$ cat config.mk
export PLATFORM = sky130hd
export DESIGN_NAME = lcd_text_ctrl
export DESIGN_NICKNAME = d
export VERILOG_FILES = /design/src/rtl/lcd_pkg.sv /design/src/rtl/lcd_tick_gen.sv /design/src/rtl/lcd_text_ctrl.sv
export SDC_FILE = /design/constraint.sdc
export NUM_CORES = 1
export LEC_CHECK = 0
export ABC_CLOCK_PERIOD_IN_PS = 16100
export CORE_ASPECT_RATIO = 0.5
export CORE_MARGIN = 5
export CORE_UTILIZATION = 53
export CTS_BUF_LIST = sky130_fd_sc_hd__clkbuf_4
export DETAILED_ROUTE_END_ITERATION = 16
export GPL_TIMING_DRIVEN = 0
export PLACE_DENSITY = 0.83
export REMOVE_ABC_BUFFERS = 1
export SLEW_MARGIN = 0
export SYNTH_ARGS = -nofsm -noshare
export SYNTH_HDL_FRONTEND = slang
export SYNTH_SLANG_ARGS = --single-unit
export TNS_END_PERCENT = 20
$ cat constraint.sdc
create_clock -name clock -period 16.1 [get_ports clock]
set_input_delay 1.61 -clock clock [delete_from_list [all_inputs] [get_ports clock]]
set_output_delay 1.61 -clock clock [all_outputs]
set_load 0.005 [all_outputs]
$ cat src/rtl/lcd_pkg.sv
// Shared command set, DDRAM row bases and state encodings for the character-LCD controller.
package lcd_pkg;

  localparam logic [7:0] FUNC_8B_2L = 8'h38;
  localparam logic [7:0] FUNC_8B_1L = 8'h30;
  localparam logic [7:0] DISP_ON    = 8'h0C;
  localparam logic [7:0] CLEAR      = 8'h01;
  localparam logic [7:0] ENTRY_INC  = 8'h06;
  localparam logic [7:0] SET_DDRAM  = 8'h80;

  localparam int INIT_LEN = 6;

  // Rows 2 and 3 continue rows 0 and 1 in DDRAM on 4-line glass.
  localparam logic [7:0] ROW_BASE [4] = '{8'h00, 8'h40, 8'h14, 8'h54};

  typedef enum logic [2:0] {PWRUP, INIT, IDLE, ADDR, DATA} state_t;
  typedef enum logic [1:0] {T0, T1, T2, WAIT} phase_t;

endpackage

$ cat src/rtl/lcd_tick_gen.sv
// Free-running divider: one-cycle tick every TICK_CYCLES clocks after reset release.
module lcd_tick_gen #(
  parameter int TICK_CYCLES = 2000
) (
  input  logic clock,
  input  logic reset,
  output logic tick
);

  localparam int CW = (TICK_CYCLES > 1) ? $clog2(TICK_CYCLES) : 1;

  logic [CW-1:0] cnt;

  always_ff @(posedge clock or negedge reset) begin
    if (!reset) begin
      cnt <= '0;
    end else if (cnt == CW'(TICK_CYCLES - 1)) begin
      cnt <= '0;
    end else begin
      cnt <= cnt + 1'b1;
    end
  end

  assign tick = (cnt == CW'(TICK_CYCLES - 1));

endmodule

$ cat src/rtl/lcd_text_ctrl.sv
// HD44780-class 8-bit write-only controller: power-up wait, init sequence, then
// whole-frame writes captured on a valid/ready handshake, paced by the tick strobe.
module lcd_text_ctrl
  import lcd_pkg::*;
#(
  parameter int ROWS          = 2,
  parameter int COLS          = 16,
  parameter int TICK_CYCLES   = 2000,
  parameter int POWERUP_TICKS = 500,
  parameter int CLEAR_TICKS   = 50,
  parameter int AUTO_REFRESH  = 0
) (
  input  logic                   clock,
  input  logic                   reset,
  input  logic [ROWS*COLS*8-1:0] message_in,
  input  logic                   msg_valid,
  output logic                   msg_ready,
  output logic                   busy,
  output logic                   lcd_en,
  output logic                   lcd_rs,
  output logic                   lcd_rw,
  output logic [7:0]             lcd_d
);

  localparam int NCH = ROWS * COLS;
  localparam int RW  = (ROWS > 1) ? $clog2(ROWS) : 1;
  localparam int CW  = $clog2(COLS);
  localparam int IW  = $clog2(NCH);
  localparam int PW  = $clog2(POWERUP_TICKS + 1);
  localparam int WW  = $clog2(CLEAR_TICKS + 2);
  localparam bit HAS_CLR = (CLEAR_TICKS > 0);
  localparam bit AUTO    = (AUTO_REFRESH != 0);
  localparam logic [7:0] FUNC_CMD = (ROWS >= 2) ? FUNC_8B_2L : FUNC_8B_1L;

  state_t          state;
  phase_t          phase;
  logic [2:0]      init_idx;
  logic [RW-1:0]   row;
  logic [CW-1:0]   col;
  logic [PW-1:0]   pwr_cnt;
  logic [WW-1:0]   wait_cnt;
  logic [NCH*8-1:0] frame;

  logic            tick;
  logic [IW-1:0]   char_idx;
  logic [7:0]      cur_byte;
  logic            cur_rs;
  logic            is_clear;
  logic            byte_done;
  logic            last_col;
  logic            last_row;
  logic            capture;

  lcd_tick_gen #(.TICK_CYCLES(TICK_CYCLES)) u_tick (
    .clock (clock),
    .reset (reset),
    .tick  (tick)
  );

  assign lcd_rw = 1'b0;

  always_comb begin
    char_idx = IW'(row) * IW'(COLS) + IW'(col);
    cur_byte = 8'h00;
    cur_rs   = 1'b0;
    case (state)
      INIT: begin
        case (init_idx)
          3'd0, 3'd1, 3'd2: cur_byte = FUNC_CMD;
          3'd3:             cur_byte = DISP_ON;
          3'd4:             cur_byte = CLEAR;
          default:          cur_byte = ENTRY_INC;
        endcase
      end
      ADDR: cur_byte = SET_DDRAM | ROW_BASE[2'(row)];
      DATA: begin
        cur_byte = frame[{char_idx, 3'b000} +: 8];
        cur_rs   = 1'b1;
      end
      default: cur_byte = 8'h00;
    endcase
    is_clear  = (state == INIT) && (init_idx == 3'd4);
    last_col  = (col == CW'(COLS - 1));
    last_row  = (row == RW'(ROWS - 1));
    // A byte retires on its T2 tick, or on the last settle tick after a clear.
    byte_done = tick && (((phase == T2) && !(is_clear && HAS_CLR)) ||
                         ((phase == WAIT) && (wait_cnt == WW'(1))));
    capture   = (state == IDLE) && msg_ready && (msg_valid || AUTO);
  end

  always_ff @(posedge clock) begin
    if (capture) begin
      frame <= message_in;
    end
  end

  always_ff @(posedge clock or negedge reset) begin
    if (!reset) begin
      state     <= PWRUP;
      phase     <= T0;
      init_idx  <= '0;
      row       <= '0;
      col       <= '0;
      pwr_cnt   <= '0;
      wait_cnt  <= '0;
      msg_ready <= 1'b0;
      busy      <= 1'b1;
      lcd_en    <= 1'b0;
      lcd_rs    <= 1'b0;
      lcd_d     <= 8'h00;
    end else begin
      case (state)
        PWRUP: begin
          if (tick) begin
            if (pwr_cnt == PW'(POWERUP_TICKS - 1)) begin
              state    <= INIT;
              init_idx <= '0;
              phase    <= T0;
            end else begin
              pwr_cnt <= pwr_cnt + 1'b1;
            end
          end
        end
        IDLE: begin
          if (capture) begin
            msg_ready <= 1'b0;
            busy      <= 1'b1;
            row       <= '0;
            phase     <= T0;
            state     <= ADDR;
          end
        end
        default: begin
          if (tick) begin
            case (phase)
              T0: begin
                lcd_rs <= cur_rs;
                lcd_d  <= cur_byte;
                lcd_en <= 1'b0;
                phase  <= T1;
              end
              T1: begin
                lcd_en <= 1'b1;
                phase  <= T2;
              end
              T2: begin
                lcd_en   <= 1'b0;
                wait_cnt <= WW'(CLEAR_TICKS);
                phase    <= (is_clear && HAS_CLR) ? WAIT : T0;
              end
              WAIT: begin
                if (wait_cnt == WW'(1)) begin
                  phase <= T0;
                end else begin
                  wait_cnt <= wait_cnt - 1'b1;
                end
              end
            endcase
            if (byte_done) begin
              case (state)
                INIT: begin
                  if (init_idx == 3'(INIT_LEN - 1)) begin
                    state     <= IDLE;
                    msg_ready <= 1'b1;
                    busy      <= 1'b0;
                  end else begin
                    init_idx <= init_idx + 1'b1;
                  end
                end
                ADDR: begin
                  state <= DATA;
                  col   <= '0;
                end
                DATA: begin
                  if (last_col) begin
                    if (last_row) begin
                      state     <= IDLE;
                      msg_ready <= 1'b1;
                      busy      <= 1'b0;
                    end else begin
                      row   <= row + 1'b1;
                      state <= ADDR;
                    end
                  end else begin
                    col <= col + 1'b1;
                  end
                end
                default: ;
              endcase
            end
          end
        end
      endcase
    end
  end

endmodule

======== Word level (Yosys, flattened, before mapping) ========
Cells that the tools add are included.
word-level totals
  register bits ........................... 307
  bits of input ports ..................... 259
  output and inout port bits .............. 13
operators by class
  add/subtract/negate cells ............... 7
  $lt $le $gt $ge ......................... 1
  eq/ne operators ......................... 28
  shift operators ......................... 1
  multiplexer cells ....................... 59
  bitwise operators ....................... 5
  reductions and logical operators ........ 36
operator list
  cell                                           number
  variable part select 256 x 9 -> 8 bit          1
  two-way mux 3 bit                              13
  one-hot mux 8 bit (3 select lines)             1
  two-way mux 1 bit                              19
  one-hot mux 6 bit (3 select lines)             1
  nonzero test 2 bit                             9
  binary-select mux 8 bit (select 2 bit)         1
  AND reduction 8 bit                            2
  two-way mux 7 bit                              2
  == test 3 x 2 -> 1 bit, second input constant  4
  two-way mux 2 bit                              6
  one-hot mux 1 bit (2 select lines)             6
  one-hot mux 3 bit (2 select lines)             2
  one-hot mux 6 bit (2 select lines)             1
  AND reduction 6 bit                            2
  adder 11 x 1 -> 11 bit, second input constant  1
  == test 11 bit, second input constant          1
  two-way mux 11 bit                             1
  != test 2 bit, second input constant           5
  AND reduction 5 bit                            2
  adder 9 x 1 -> 9 bit, second input constant    1
  == test 3 bit, second input constant           3
  == test 9 bit, second input constant           1
  one-hot mux 3 bit (3 select lines)             1
  other kinds (34)                               51

======== Longest topological paths before layout ========
Gate-level depths: netlist (run 1).
  depth after elaboration ................. 9
  gate-level depth with buffers ........... 8

======== Hierarchy ========
A second synthesis (run 1) with hierarchy kept.
unflattened totals
  cell total of the unflattened synthesis .. 712
  area, all modules ....................... 12638.4 um^2
modules (own cells, without submodules)
  module         times used  cells an instance  area an instance (um^2)  seq. area each (um^2)
  lcd_text_ctrl  1           662                12097.9                  8689.6
  lcd_tick_gen   1           50                 540.5                    275.3

======== Worst setup path before layout (run 1) ========
Ideal clock, no wire load.
  path kind ............................... input-to-reg
  start point ............................. input msg_valid
  end point ............................... register phase[1]
  data arrival time ....................... 14.229 ns
  path slack .............................. 1.742 ns
  stages on the path ...................... 5
  cells stage by stage .................... nand2_1 nor2_1 o221ai_1 o21ai_0 nand2_1
on the way
  word-level cells in the longest chain between the ends .. 3
ends and longest elaborated chain
  item                                  line                  text
  start, declared                       lcd_text_ctrl.sv:16   input logic msg_valid,
  logical AND 1 bit                     lcd_text_ctrl.sv:88   capture = (state == IDLE) && msg_ready && (msg_valid || AUTO);
  net capture                           lcd_text_ctrl.sv:52   logic capture;
  != test 2 bit (no source line)        -
  AND reduction 5 bit (no source line)  -
  end signal, assigned                  lcd_text_ctrl.sv:149  phase <= (is_clear && HAS_CLR) ? WAIT : T0;
  end, declared                         lcd_text_ctrl.sv:36   phase_t phase;
The timed path passes the listed nets, and every way through them passes these cells.
A chain may end at the register's enable or synchronous reset.

======== Worst setup path in the final report (run 1) ========
  start point ............................. register col[2]
  end point ............................... register lcd_d[0]
on the way
  word-level cells in the longest chain between the ends .. 3
ends and longest elaborated chain
  item                                   line                  text
  start, declared                        lcd_text_ctrl.sv:39   logic [CW-1:0] col;
  start signal, assigned                 lcd_text_ctrl.sv:185  col <= col + 1'b1;
  adder 5 x 4 -> 5 bit                   lcd_text_ctrl.sv:63   char_idx = IW'(row) * IW'(COLS) + IW'(col);
  variable part select 256 x 9 -> 8 bit  lcd_text_ctrl.sv:77   cur_byte = frame[{char_idx, 3'b000} +: 8];
  one-hot mux 8 bit (3 select lines)     lcd_text_ctrl.sv:66   case (state)
  end signal, assigned                   lcd_text_ctrl.sv:138  lcd_d <= cur_byte;
  end, declared                          lcd_text_ctrl.sv:22   output logic [7:0] lcd_d
No other way between the ends.

==> results.py, run 1 <==
metrics = {
    "run_status": {
        "status": "complete, no violations",
    },
    "timing": {
        "maxSlewViolCount": 0,
        "worst_pin_slew_ps": 1410,
        "period_minus_slack_ps": 3360,
        "fmax_mhz": 298,
        "rsz0062_at_grt": "no",
        "skew_ps": 38.2,
        "fin_crit_sh_pct": 20.9,
        "maxSlewHeadroom_pct": 6.09,
        "fin_tns_setup_ps": 0,
        "layout_setup_ws_ps": 12740,
        "setup_violations": 0,
        "hold_viol_final": 0,
    },
    "grt": {
        "grt_max_degree": 55,
        "overflow": 0,
        "grt_pass1_vias": 8745,
        "grt_use_total_pct": 23.3,
        "grt_pass1_wl_microns": 48000,
        "antenna_found_initial": 4,
    },
    "floorplan": {
        "core_sq_um": 23000,
        "fp.dieW_microns": 227,
        "ios": 272,
        "die_h_microns": 119,
        "start_util_pct": 54.4,
        "fp-row-count": 39,
        "fp.dieArea_sq_um": 27000,
    },
    "final_layout": {
        "final_cells": 1398,
        "drive_gt1_share_pct": 18.7,
        "nets": 1306,
        "area_growth_syn_to_layout_pct": 32.5,
        "final_common_cell": "clkdlybuf4s50_1",
        "design_area_sq_um": 16600,
        "layout_common_cells": "clkdlybuf4s50_1 (269), edfxtp_1 (256), clkbuf_4 (106)",
    },
    "synthesis": {
        "synth_ff_type": "edfxtp_1",
        "syn_area_per_cell_sq_um": 17.4,
        "syn-cell-area_sq_um": 12500,
        "synth_largest_area_cell": "edfxtp_1",
        "yosys_warnings": 0,
        "seq_area_frac_synth_pct": 71.5,
        "ys_seq_elements": 307,
        "synth_top_area_share_pct": 61.3,
        "synth_edf_count": 256,
        "yosysUniqueCellTypes": 66,
        "synthCells": 720,
        "synth_area_leaders": "edfxtp_1 (61%), mux4_2 (11%), dfrtp_1 (10%), nand2_1 (1.3%), mux2i_1 (1.2%)",
        "async_reset_ff_share_pct": 16.6,
    },
    "place": {
        "gp_congestion": 0.864,
        "dp_cells": 1274,
        "place_area_sq_um": 15700,
        "dpl.hpwl_microns": 22100,
        "pre_cts_slack_ps": 12280,
        "port_buffers": 270,
    },
    "worst_setup_path": {
        "r2r-start": "col[2]",
        "cp.arrival_ps": 3910,
        "critPathLaunch": "col[2]",
        "crit_slowest_cell": "dfrtp_1",
        "criticalPathCategory": "reg -> reg",
        "cp-end-kind": "register",
        "crit_chain": "inv_1, nor2_1, a211oi_1, or4_1, a41oi_1",
        "max_stage_delay_ps": 1260,
        "worstSetupEndpoint": "lcd_d[0]",
        "r2r_slack_ps": 12740,
        "critPathMaxFanout": 30,
        "rr_worst_depth": 5,
        "r2r-end": "lcd_d[0]",
        "startpoint_type": "register",
        "required_ps": 16660,
    },
    "routing": {
        "wirelength_microns": 30900,
        "ant_nets": 0,
        "first_iter_violations": 605,
        "via_per_inst": 5.66,
        "firstDrtPassIters": 8,
        "vias": 7914,
        "wl_per_cell_microns": 22.1,
        "route.detailed.drc": 0,
    },
    "clock_network": {
        "ctsResizeCount": 0,
        "cts_tree": "yes",
        "cts_max_level": 3,
        "path_clk_slew_ps": 70,
        "root_buffer": "clkbuf_4",
        "hold_buffers": 0,
        "numCtsBuffers": 68,
        "postCtsSetupRepairBufs": 0,
        "clkLatencyLatePin_ps": 680,
        "clockBufferDepth": 3,
        "cts_sinks": 307,
    },
    "job": {
        "drv_cap": 0,
    },
    "power_and_ir_drop": {
        "ir_worst_vdd_uv": 89.6,
        "powerDensity_nw_per_um2": 93.5,
        "power.leakage_nw": 5.67,
    },
    "hold_path": {
        "hp-class": "reg -> reg",
    },
}
per-stage QoR:
step                      utilization [%]  total power, mW  hold slack, ps
final                                72.1             1.55             483
after global routing                 72.1             1.62             495
after CTS                            72.1             1.57             484
after detailed placement             68.2            0.945             471
after global placement               67.2            0.942             458
after floorplan                         -            0.878             442
per-layer routing:
layer,vias up,wire [microns],track usage [%]
li1,3542,-,-
met1,3969,11800,28.8
met3,78,1730,5.55
met4,0,1090,9.59
met5,-,0,0
met2,325,16300,40.0
kinds of logic after synthesis:
group                      count (synthesis)  share of synthesized area, %
AOI/OAI and AO/OA                         83                          4.36
muxes                                     84                          13.1
DFF                                      307                          71.5
other                                      1                        0.0299
buffers and inverters                     47                          1.61
xor gates and xnor gates                  20                          1.40
and+or+nand+nor                          168                          6.95
adders and majority gates                 10                         0.998
area by class of cell:
type,instances,area (sq um)
Clock inverter,14,105
Sequential cell,307,8970
Fill cell,1416,6420
Antenna cell,4,10.0
Tap cell,307,384
Inverter,14,52.6
Timing Repair Buffer,280,2910
Multi-Input combinational cell,366,3380
Clock buffer,106,796
critical path, delay by kind of cell (launching register included):
| family | cells | cell delay [ps] |
|---|---|---|
| simple gates | 2 | 850 |
| buf+inv | 1 | 790 |
| compound gates | 2 | 320 |
| flops | 1 | 1260 |
Yosys cell counts (all sizes together), types with 2 or more instances:
master / n
or3b: 3
nand4: 12
nor2b: 3
a311o: 3
and3: 7
mux2i: 15
nor3b: 6
o32a: 2
a22oi: 4
nor4: 4
nor3: 11
a211oi: 5
o31ai: 2
dfrtp: 50
xnor2: 7
o21ai: 26
or3: 2
nor4b: 4
ha: 10
a31oi: 6
clkbuf: 15
mux4: 64
buf: 18
o41ai: 2
edfxtp: 256
mux2: 5
a21oi: 14
xor2: 13
nand3b: 2
nand2b: 2
nand4b: 2
and2: 6
o211ai: 3
or2: 3
a21o: 2
nand2: 42
nor2: 35
inv: 14
nand3: 22
registers in the layout (all words and copies together), names as in the netlist:
name / cells
init_idx: 3
col: 4
lcd_rs: 1
lcd_d: 8
frame: 256
state: 3
last_row: 1
u_tick.cnt: 11
wait_cnt: 6
lcd_en: 1
phase: 2
busy: 1
pwr_cnt: 9
msg_ready: 1
power by group:
group | total (mW) | switching, mW | internal (mW)
logic | 0.0674 | 0.0129 | 0.0545
clock network | 0.626 | 0.295 | 0.331
registers | 0.860 | 0 | 0.860
how the worst min path moves through the flow:
stage                       to       start  cells past startpoint  slack, ps
global route        pwr_cnt[8]  pwr_cnt[8]                      1        500
detailed placement  pwr_cnt[8]  pwr_cnt[8]                      1        470
floorplan           pwr_cnt[8]  pwr_cnt[8]                      1        440
global placement    pwr_cnt[8]  pwr_cnt[8]                      1        460
finish              pwr_cnt[8]  pwr_cnt[8]                      1        480
CTS                 pwr_cnt[8]  pwr_cnt[8]                      1        480
Power figures use the tool's default switching activity.
==> inputs of run 2 (changes only) <==
ABC_CLOCK_PERIOD_IN_PS = 3000   (was 16100)
CORE_UTILIZATION = 47   (was 53)
PLACE_DENSITY = 0.78   (was 0.83)
clock period = 3 ns   (was 16.1 ns; I/O delays follow)
==> run 2 against run 1 <==
Core utilization is 8.6 points lower; sequential cell count stayed put; routed wire length is 3.0% higher; via count is 0.30% higher; largest cell class unchanged; register-to-register slack worse by 13000 ps; largest power group unchanged; combinational power grew to 5.3 times the previous value; final cell count is 4.4% higher; worst hold slack worse by 400 ps; clock-buffer cell count is 5 higher; critical path depth stayed put; total power grew to 5.3 times the previous value.
==> results.py, run 2 (synthesized netlist as in run 1, its figures left out) <==
metrics = {
    "timing": {
        "skew_ps": 29.1,
        "layout_setup_ws_ps": 168,
        "hold_viol_final": 0,
        "maxSlewHeadroom_pct": 40.4,
        "worst_pin_slew_ps": 885,
        "holdWs_ps": 83.0,
        "maxSlewViolCount": 0,
        "fin_crit_sh_pct": 94.4,
        "setup_violations": 0,
        "period_minus_slack_ps": 2830,
        "fmax_mhz": 353,
        "rsz0062_at_grt": "no",
    },
    "floorplan": {
        "die_h_microns": 125,
        "start_util_pct": 47.6,
        "ios": 272,
        "core_sq_um": 26300,
        "fp.dieW_microns": 241,
        "fp-row-count": 42,
        "fp.dieArea_sq_um": 30200,
    },
    "grt": {
        "antenna_found_initial": 9,
        "grt_use_total_pct": 21.2,
        "grt_max_degree": 51,
        "grt_pass1_wl_microns": 48500,
        "overflow": 0,
        "grt_pass1_vias": 8516,
    },
    "routing": {
        "wirelength_microns": 31800,
        "vias": 7938,
        "wl_per_cell_microns": 21.8,
        "via_per_inst": 5.44,
        "first_iter_violations": 639,
        "ant_nets": 0,
        "firstDrtPassIters": 5,
        "route.detailed.drc": 0,
    },
    "worst_setup_path": {
        "critPathMaxFanout": 39,
        "criticalPathCategory": "reg -> reg",
        "max_stage_delay_ps": 640,
        "required_ps": 3390,
        "cp.arrival_ps": 3220,
        "startpoint_type": "register",
        "path_common_cell": "buf_12",
        "crit_slowest_cell": "dfrtp_1",
        "cp-end-kind": "register",
        "crit_chain": "or3b_2, nor2_4, buf_12, buf_12, buf_12",
    },
    "clock_network": {
        "clockBufferDepth": 3,
        "path_clk_slew_ps": 70,
        "cts_max_level": 3,
        "clkLatencyLatePin_ps": 720,
        "cts_tree": "yes",
        "root_buffer": "clkbuf_4",
        "cts_sinks": 307,
        "numCtsBuffers": 72,
    },
    "power_and_ir_drop": {
        "p_comb_share_pct": 4.3,
        "seqPwrFrac_pct": 55.7,
        "power.switching_mw": 1.69,
        "swShare_pct": 20.4,
        "powerDensity_nw_per_um2": 495,
        "ir_worst_vdd_uv": 250,
        "power.leakage_nw": 5.68,
        "power.internal_mw": 6.59,
        "clkPwrFrac_pct": 39.9,
    },
    "final_layout": {
        "reg_top3": "frame x256, u_tick.cnt x11, pwr_cnt x9",
        "largest_reg_flops": 256,
        "n_fill_cell": 1877,
        "top_register": "frame",
        "layout_common_cells": "clkdlybuf4s50_1 (269), edfxtp_1 (256), clkbuf_4 (111)",
        "final_common_cell": "clkdlybuf4s50_1",
        "area_growth_syn_to_layout_pct": 33.4,
        "nets": 1313,
        "drive_gt1_share_pct": 19.1,
        "design_area_sq_um": 16700,
    },
    "place": {
        "place_area_sq_um": 15800,
        "dpl.hpwl_microns": 22300,
        "gp_congestion": 0.800,
        "port_buffers": 270,
        "pre_cts_slack_ps": -224,
    },
    "job": {
        "drv_cap": 0,
    },
    "hold_path": {
        "hp-class": "in -> async",
    },
    "run_status": {
        "status": "complete, no violations",
    },
}
[run 2: cell types whose count changed in the layout (fill, tap and decap cells not counted), sizes merged]
cell	delta
buf	+1
bufinv	-2
dlygate4sd3	+1
clkbuf	+5
clkinv	+5
nor2	+1
diode	+6
[run 2: metal layers]
metal / track usage, % / share of wire (%) / up-vias
met3: 5.02 / 4.8 / 57
li1: - / - / 3586
met4: 8.29 / 2.3 / 0
met1: 26.5 / 38 / 4047
met2: 36.2 / 54 / 248
met5: 0 / 0 / -
[run 2: area by class of cell]
cell class / count / area [sq um] / share of cell area [%]
tap: 352 / 440 / 2.63
clock inverter: 17 / 63.8 / 0.382
inverter: 14 / 52.6 / 0.314
multi-input combinational: 367 / 3390 / 20.3
timing repair buffer: 282 / 2940 / 17.6
antenna: 10 / 25.0 / 0.150
clock buffer: 111 / 833 / 4.98
sequential: 307 / 8970 / 53.7
[run 2: path summary, 6_finish.rpt]
check | from | end | slack, ps | depth (start not counted)
worst max-delay path | state[1] | frame[117] | 170 | 5
worst min-delay path | reset | col[0] | 80 | 2
worst max register to register | state[1] | frame[117] | 170 | 5
worst min register to register | pwr_cnt[8] | pwr_cnt[8] | 480 | 1
max in group asynchronous | reset | init_idx[2] | 2360 | 3
min in group clock | message_in[236] | frame[236] | 120 | 1
[run 2: repair_timing]
action                     in CTS  in global routing
buffers inserted                0                  1
pin swaps                       1                  0
resized for setup               1                  0
hold endpoints to repair       51                  0
setup endpoints to repair      55                  1
hold buffers                    1                  0
cloned                          1                  0
[run 2: power by group through the flow]
stage	Sequential, mW	Combinational (mW)	Clock (mW)
after floorplan	4.71	0.000790	0
after global placement	4.71	0.345	0
after detailed placement	4.71	0.359	0
after CTS	4.62	0.362	3.40
after global routing	4.61	0.381	3.67
final	4.62	0.360	3.31
[run 2: critical path: cells and delay by family, from the launching register on]
kind | cells | cell delay [ps]
flops | 1 | 640
simple gates | 2 | 1030
buf+inv | 3 | 770
[run 2: through the flow]
stage	utilization, %	TNS (ps)	total power [mW]	std cells
6_report	63.5	0	8.28	1460
3_3_place_gp	59.0	-3471150	5.05	1309
3_5_place_dp	59.9	-2160	5.07	1319
4_1_cts	63.3	0	8.38	1449
5_1_grt	63.5	0	8.66	1460
2_1_floorplan	-	-2555390	4.71	687
==> variant 1: new RTL, config.mk and constraints of run 1 <==
Set the parameter `AUTO_REFRESH` to 1 (it was 0).
--- a/src/rtl/lcd_text_ctrl.sv
+++ b/src/rtl/lcd_text_ctrl.sv
@@ -9,5 +9,5 @@
   parameter int POWERUP_TICKS = 500,
   parameter int CLEAR_TICKS   = 50,
-  parameter int AUTO_REFRESH  = 0
+  parameter int AUTO_REFRESH  = 1
 ) (
   input  logic                   clock,
Function: no difference found for any inputs over 10 cycles, from zero or initial values and one cycle with reset low; that may be too few to reach the edited logic, so the function may still have changed.
==> variant 1 against run 1 <==
  * Non-clock buffer count increased by 5
  * Sequential cell count unchanged
  * Via count increased by 3.3%
  * Total power increased by 1.5%
  * Critical path depth decreased by 4
  * Routed wire length increased by 2.6%
  * Final area increased by 1.9%
  * Worst setup slack improved by 0.054 ns
  * Synthesized area increased by 1.5%
  * Maximum frequency increased by 1.6%
==> variant 1: results (changes against run 1) <==
Synth Area in Adders: 0.983% (was 0.998%)
post-DP HPWL: 22300 um (was 22100 um)
Synth Area in XOR/XNOR: 1.03% (was 1.40%)
biggest regs: frame: 256 flops, u_tick.cnt: 11 flops, pwr_cnt: 9 flops (unchanged)
Synth Area in Compound Gates: 5.83% (was 4.36%)
first-pass GRT wire length: 49100 um (was 48000 um)
largest cells by area after synthesis: edfxtp_1 (60%), dfrtp_1 (9.8%), mux4_2 (7.1%), mux4_1 (2.5%), mux2i_1 (2.2%) (was edfxtp_1 (61%), mux4_2 (11%), dfrtp_1 (10%), nand2_1 (1.3%), mux2i_1 (1.2%))
final worst slack: 12.80 ns (was 12.74 ns)
1st-pass router iterations: 5 (was 8)
Mapped Cells: 746 (was 720)
final wirelength: 31700 um (was 30900 um)
largest net degree at the start of global routing: 59 (was 55)
critical path's largest stage delay: 0.54 ns (was 1.26 ns)
mux cell area share after synthesis: 12.6% (was 13.1%)
first-iteration detailed-routing DRC count: 705 (was 605)
routability cong.: 0.763 (was 0.864)
CP Max Fanout: 2 (was 30)
initial antenna violation count: 7 (was 4)
Synth top cells by count: edfxtp_1 (256), dfrtp_1 (50), mux4_2 (40), nand2_1 (40) (was edfxtp_1 (256), mux4_2 (64), dfrtp_1 (50))
Num CTS Buffers: 69 (was 68)
number of global-route vias before repair: 8783 (was 8745)
Critical Path Source: busy (was col[2])
Avg WL per Cell: 22.1 um (about the same)
GRT Total Usage: 23.4% (was 23.3%)
port buffer count: 269 (was 270)
Worst VDD drop: 0.0677 mV (was 0.0896 mV)
Slowest-stage cell, CP: dfstp_2 (was dfrtp_1)
status: complete, no violations (unchanged)
Worst R2R Start: state[2] (was col[2])
Distinct cells, synth: 67 (was 66)
register area share after synthesis: 70.4% (was 71.5%)
P_leak: 5.82 nW (was 5.67 nW)
layout cell share with drive strength beyond 1: 17.6% (was 18.7%)
vias after detailed routing: 8172 (was 7914)
CTS Root Cell: clkbuf_4 (unchanged)
CP arrival: 1.69 ns (was 3.91 ns)
clk_skew: 0.0511 ns (was 0.0382 ns)
Final #Nets: 1335 (was 1306)
-- variant 1: power by group --
part           switching, mW  internal (mW)  leakage (nW)
Sequential                 0          0.860          2.99
Clock                  0.302          0.348         0.562
Combinational         0.0122         0.0542          2.27
-- variant 1: kinds of logic (layout without fill, tap and decap cells) --
family / Yosys count / in the layout
multiplexers: 89 / 89
AO/OA/AOI/OAI: 109 / 109
flip-flops: 307 / 307
buffers and inverters: 52 / 423
adder cells (fa/ha/maj): 10 / 10
XOR/XNOR: 15 / 15
other: 1 / 7
AND/OR/NAND/NOR: 163 / 163
-- variant 1: final cells by class --
cell class | count | area [um2]
inverters | 16 | 60.1
multi-input cells | 387 | 3490
clock buffers | 113 | 848
clock inverters | 9 | 86.3
flip-flops and latches | 307 | 8970
repair buffers | 285 | 3070
fillers | 1443 | 6890
diodes | 6 | 15.0
well taps | 315 | 394
-- variant 1: final timing paths --
check	depth (start not counted)	end
max	1	busy
min	1	pwr_cnt[8]
max reg2reg	7	frame[15]
min reg2reg	1	pwr_cnt[8]
max in group asynchronous	2	busy
min in group asynchronous	1	lcd_d[7]
-- variant 1: metal layers --
layer,part of all wire [%],vias up,global-route usage (%)
met5,0.028,-,0
met3,6.6,81,5.96
met1,38,4062,28.5
met4,3.6,2,10.5
met2,52,362,40.1
li1,-,3665,-
-- variant 1: stage by stage --
stage / area (um2) / hold slack, ns / util, % / TNS [ns] / power [mW]
floorplan: 12500 / 0.442 / - / 0 / 0.878
global placement: 15600 / 0.462 / 65.4 / -0.0329 / 0.941
detailed placement: 16000 / 0.461 / 67.1 / 0 / 0.944
CTS: 16900 / 0.474 / 71.0 / 0 / 1.59
global route: 16900 / 0.495 / 71.1 / 0 / 1.64
finish: 16900 / 0.478 / 71.1 / 0 / 1.58
==> variant 2: new RTL, config.mk and constraints of run 1 <==
Made on the original files. Encoding of `state_t`: now one-hot (5 bits for 5 states).
--- a/src/rtl/lcd_pkg.sv
+++ b/src/rtl/lcd_pkg.sv
@@ -14,5 +14,5 @@
   localparam logic [7:0] ROW_BASE [4] = '{8'h00, 8'h40, 8'h14, 8'h54};
 
-  typedef enum logic [2:0] {PWRUP, INIT, IDLE, ADDR, DATA} state_t;
+  typedef enum logic [4:0] {PWRUP = 5'b00001, INIT = 5'b00010, IDLE = 5'b00100, ADDR = 5'b01000, DATA = 5'b10000} state_t;
   typedef enum logic [1:0] {T0, T1, T2, WAIT} phase_t;
 
Function: no difference found for any inputs over 10 cycles, from zero or initial values and one cycle with reset low; not proved beyond that.
==> variant 2 against run 1 <==
  * Maximum frequency decreased by 0.31%
  * Sequential share of layout area decreased by 0.11 points
  * Sequential cell count increased by 2
  * Worst setup slack got worse by 0.011 ns
  * Synthesized area increased by 1.0%
  * Non-clock buffer count decreased by 3
  * Routed wire length increased by 1.2%
  * Hold slack improved by 0.0034 ns
  * Final area increased by 0.80%
  * Critical path depth decreased by 1
  * Total power increased by 1.7%
  * Die area increased by 0.97%
==> variant 2: results (changes against run 1) <==
status: complete, no violations (unchanged)
CP Max Fanout: 73 (was 30)
GRT Total Usage: 22.9% (was 23.3%)
hold endpoint: u_tick.cnt[0] (was pwr_cnt[8])
vias per inst: 5.59 (was 5.66)
post-DP HPWL: 21700 um (was 22100 um)
layout cell share with drive strength beyond 1: 17.6% (was 18.7%)
clk_skew: 0.0315 ns (was 0.0382 ns)
initial antenna violation count: 7 (was 4)
number of global-route vias before repair: 8685 (was 8745)
Async S/R FF share, synth: 17.2% (was 16.6%)
Synth top cells by count: edfxtp_1 (256), mux4_2 (54), dfrtp_1 (51) (was edfxtp_1 (256), mux4_2 (64), dfrtp_1 (50))
WHS: 0.486 ns (was 0.483 ns)
dpl ws: 12.02 ns (was 12.28 ns)
hold_sp: u_tick.cnt[0] (was pwr_cnt[8])
first-iteration detailed-routing DRC count: 646 (was 605)
RR Endpoint: lcd_d[1] (was lcd_d[0])
P_leak: 5.73 nW (was 5.67 nW)
Critical Path Source: msg_valid (was col[2])
largest cells by area after synthesis: edfxtp_1 (61%), dfrtp_1 (10%), mux4_2 (9.6%), mux2i_1 (2.7%), nand2_1 (1.2%) (was edfxtp_1 (61%), mux4_2 (11%), dfrtp_1 (10%), nand2_1 (1.3%), mux2i_1 (1.2%))
Avg WL per Cell: 21.8 um (was 22.1 um)
Worst VDD drop: 0.0625 mV (was 0.0896 mV)
routability cong.: 0.845 (was 0.864)
FF-to-FF path depth: 7 (was 5)
# fillers: 1503 (was 1416)
==> variant 2: changes by cell type after synthesis, moves of 5 or more <==
cell	run 1	this run
inv_1	14	9
mux2i_1	15	34
mux4_2	64	54
nand3_1	22	14
nor2b_1	3	8
nor3b_1	6	1
==> variant 2: final cells by class <==
cell class,instances,share of cell area (%)
well taps,315,2.35
clock inverters,16,0.672
diodes,11,0.164
inverters,10,0.224
multi-input cells,388,20.6
flip-flops and latches,309,53.9
clock buffers,109,4.89
repair buffers,277,17.2
==> variant 2: where the power goes <==
group          internal (mW)  switching, mW  total [mW]
logic                 0.0544         0.0123      0.0667
clock network          0.340          0.309       0.649
registers              0.865              0       0.865
total                   1.26          0.321        1.58
==> variant 2: critical path: stages <==
cell	delay [ns]
clkdlybuf4s50_1	0.51
and4_4	0.76
buf_16	0.38
buf_16	0.32
==> variant 2: worst max-delay path by stage <==
stage                     slack (ns)         end  cells after the start
after floorplan                 7.46    state[1]                      4
after global placement          5.25    state[1]                      5
after detailed placement       12.02  frame[195]                      4
after CTS                      12.68        busy                      1
after global routing           12.65    lcd_d[1]                      7
final                          12.73  frame[195]                      4
==> variant 2: logic make-up (layout without fill, tap and decap cells) <==
group | Yosys count | count (layout) | share of synthesized area [%]
flops | 309 | 309 | 71.2
simple gates | 171 | 171 | 7.35
compound gates | 93 | 93 | 4.73
mux | 93 | 93 | 12.7
buf+inv | 46 | 412 | 1.60
xor+xnor | 20 | 20 | 1.38
fa+ha+maj | 10 | 10 | 0.988
other cells | 1 | 12 | 0.0296
==> variant 2: per-layer routing <==
metal / vias to the layer above / part of all wire (%) / GRT usage [%]
met1: 4056 / 38 / 27.1
li1: 3624 / - / -
met3: 52 / 5.1 / 5.79
met5: - / 0 / 0
met2: 288 / 54 / 40.7
met4: 0 / 2.3 / 9.02
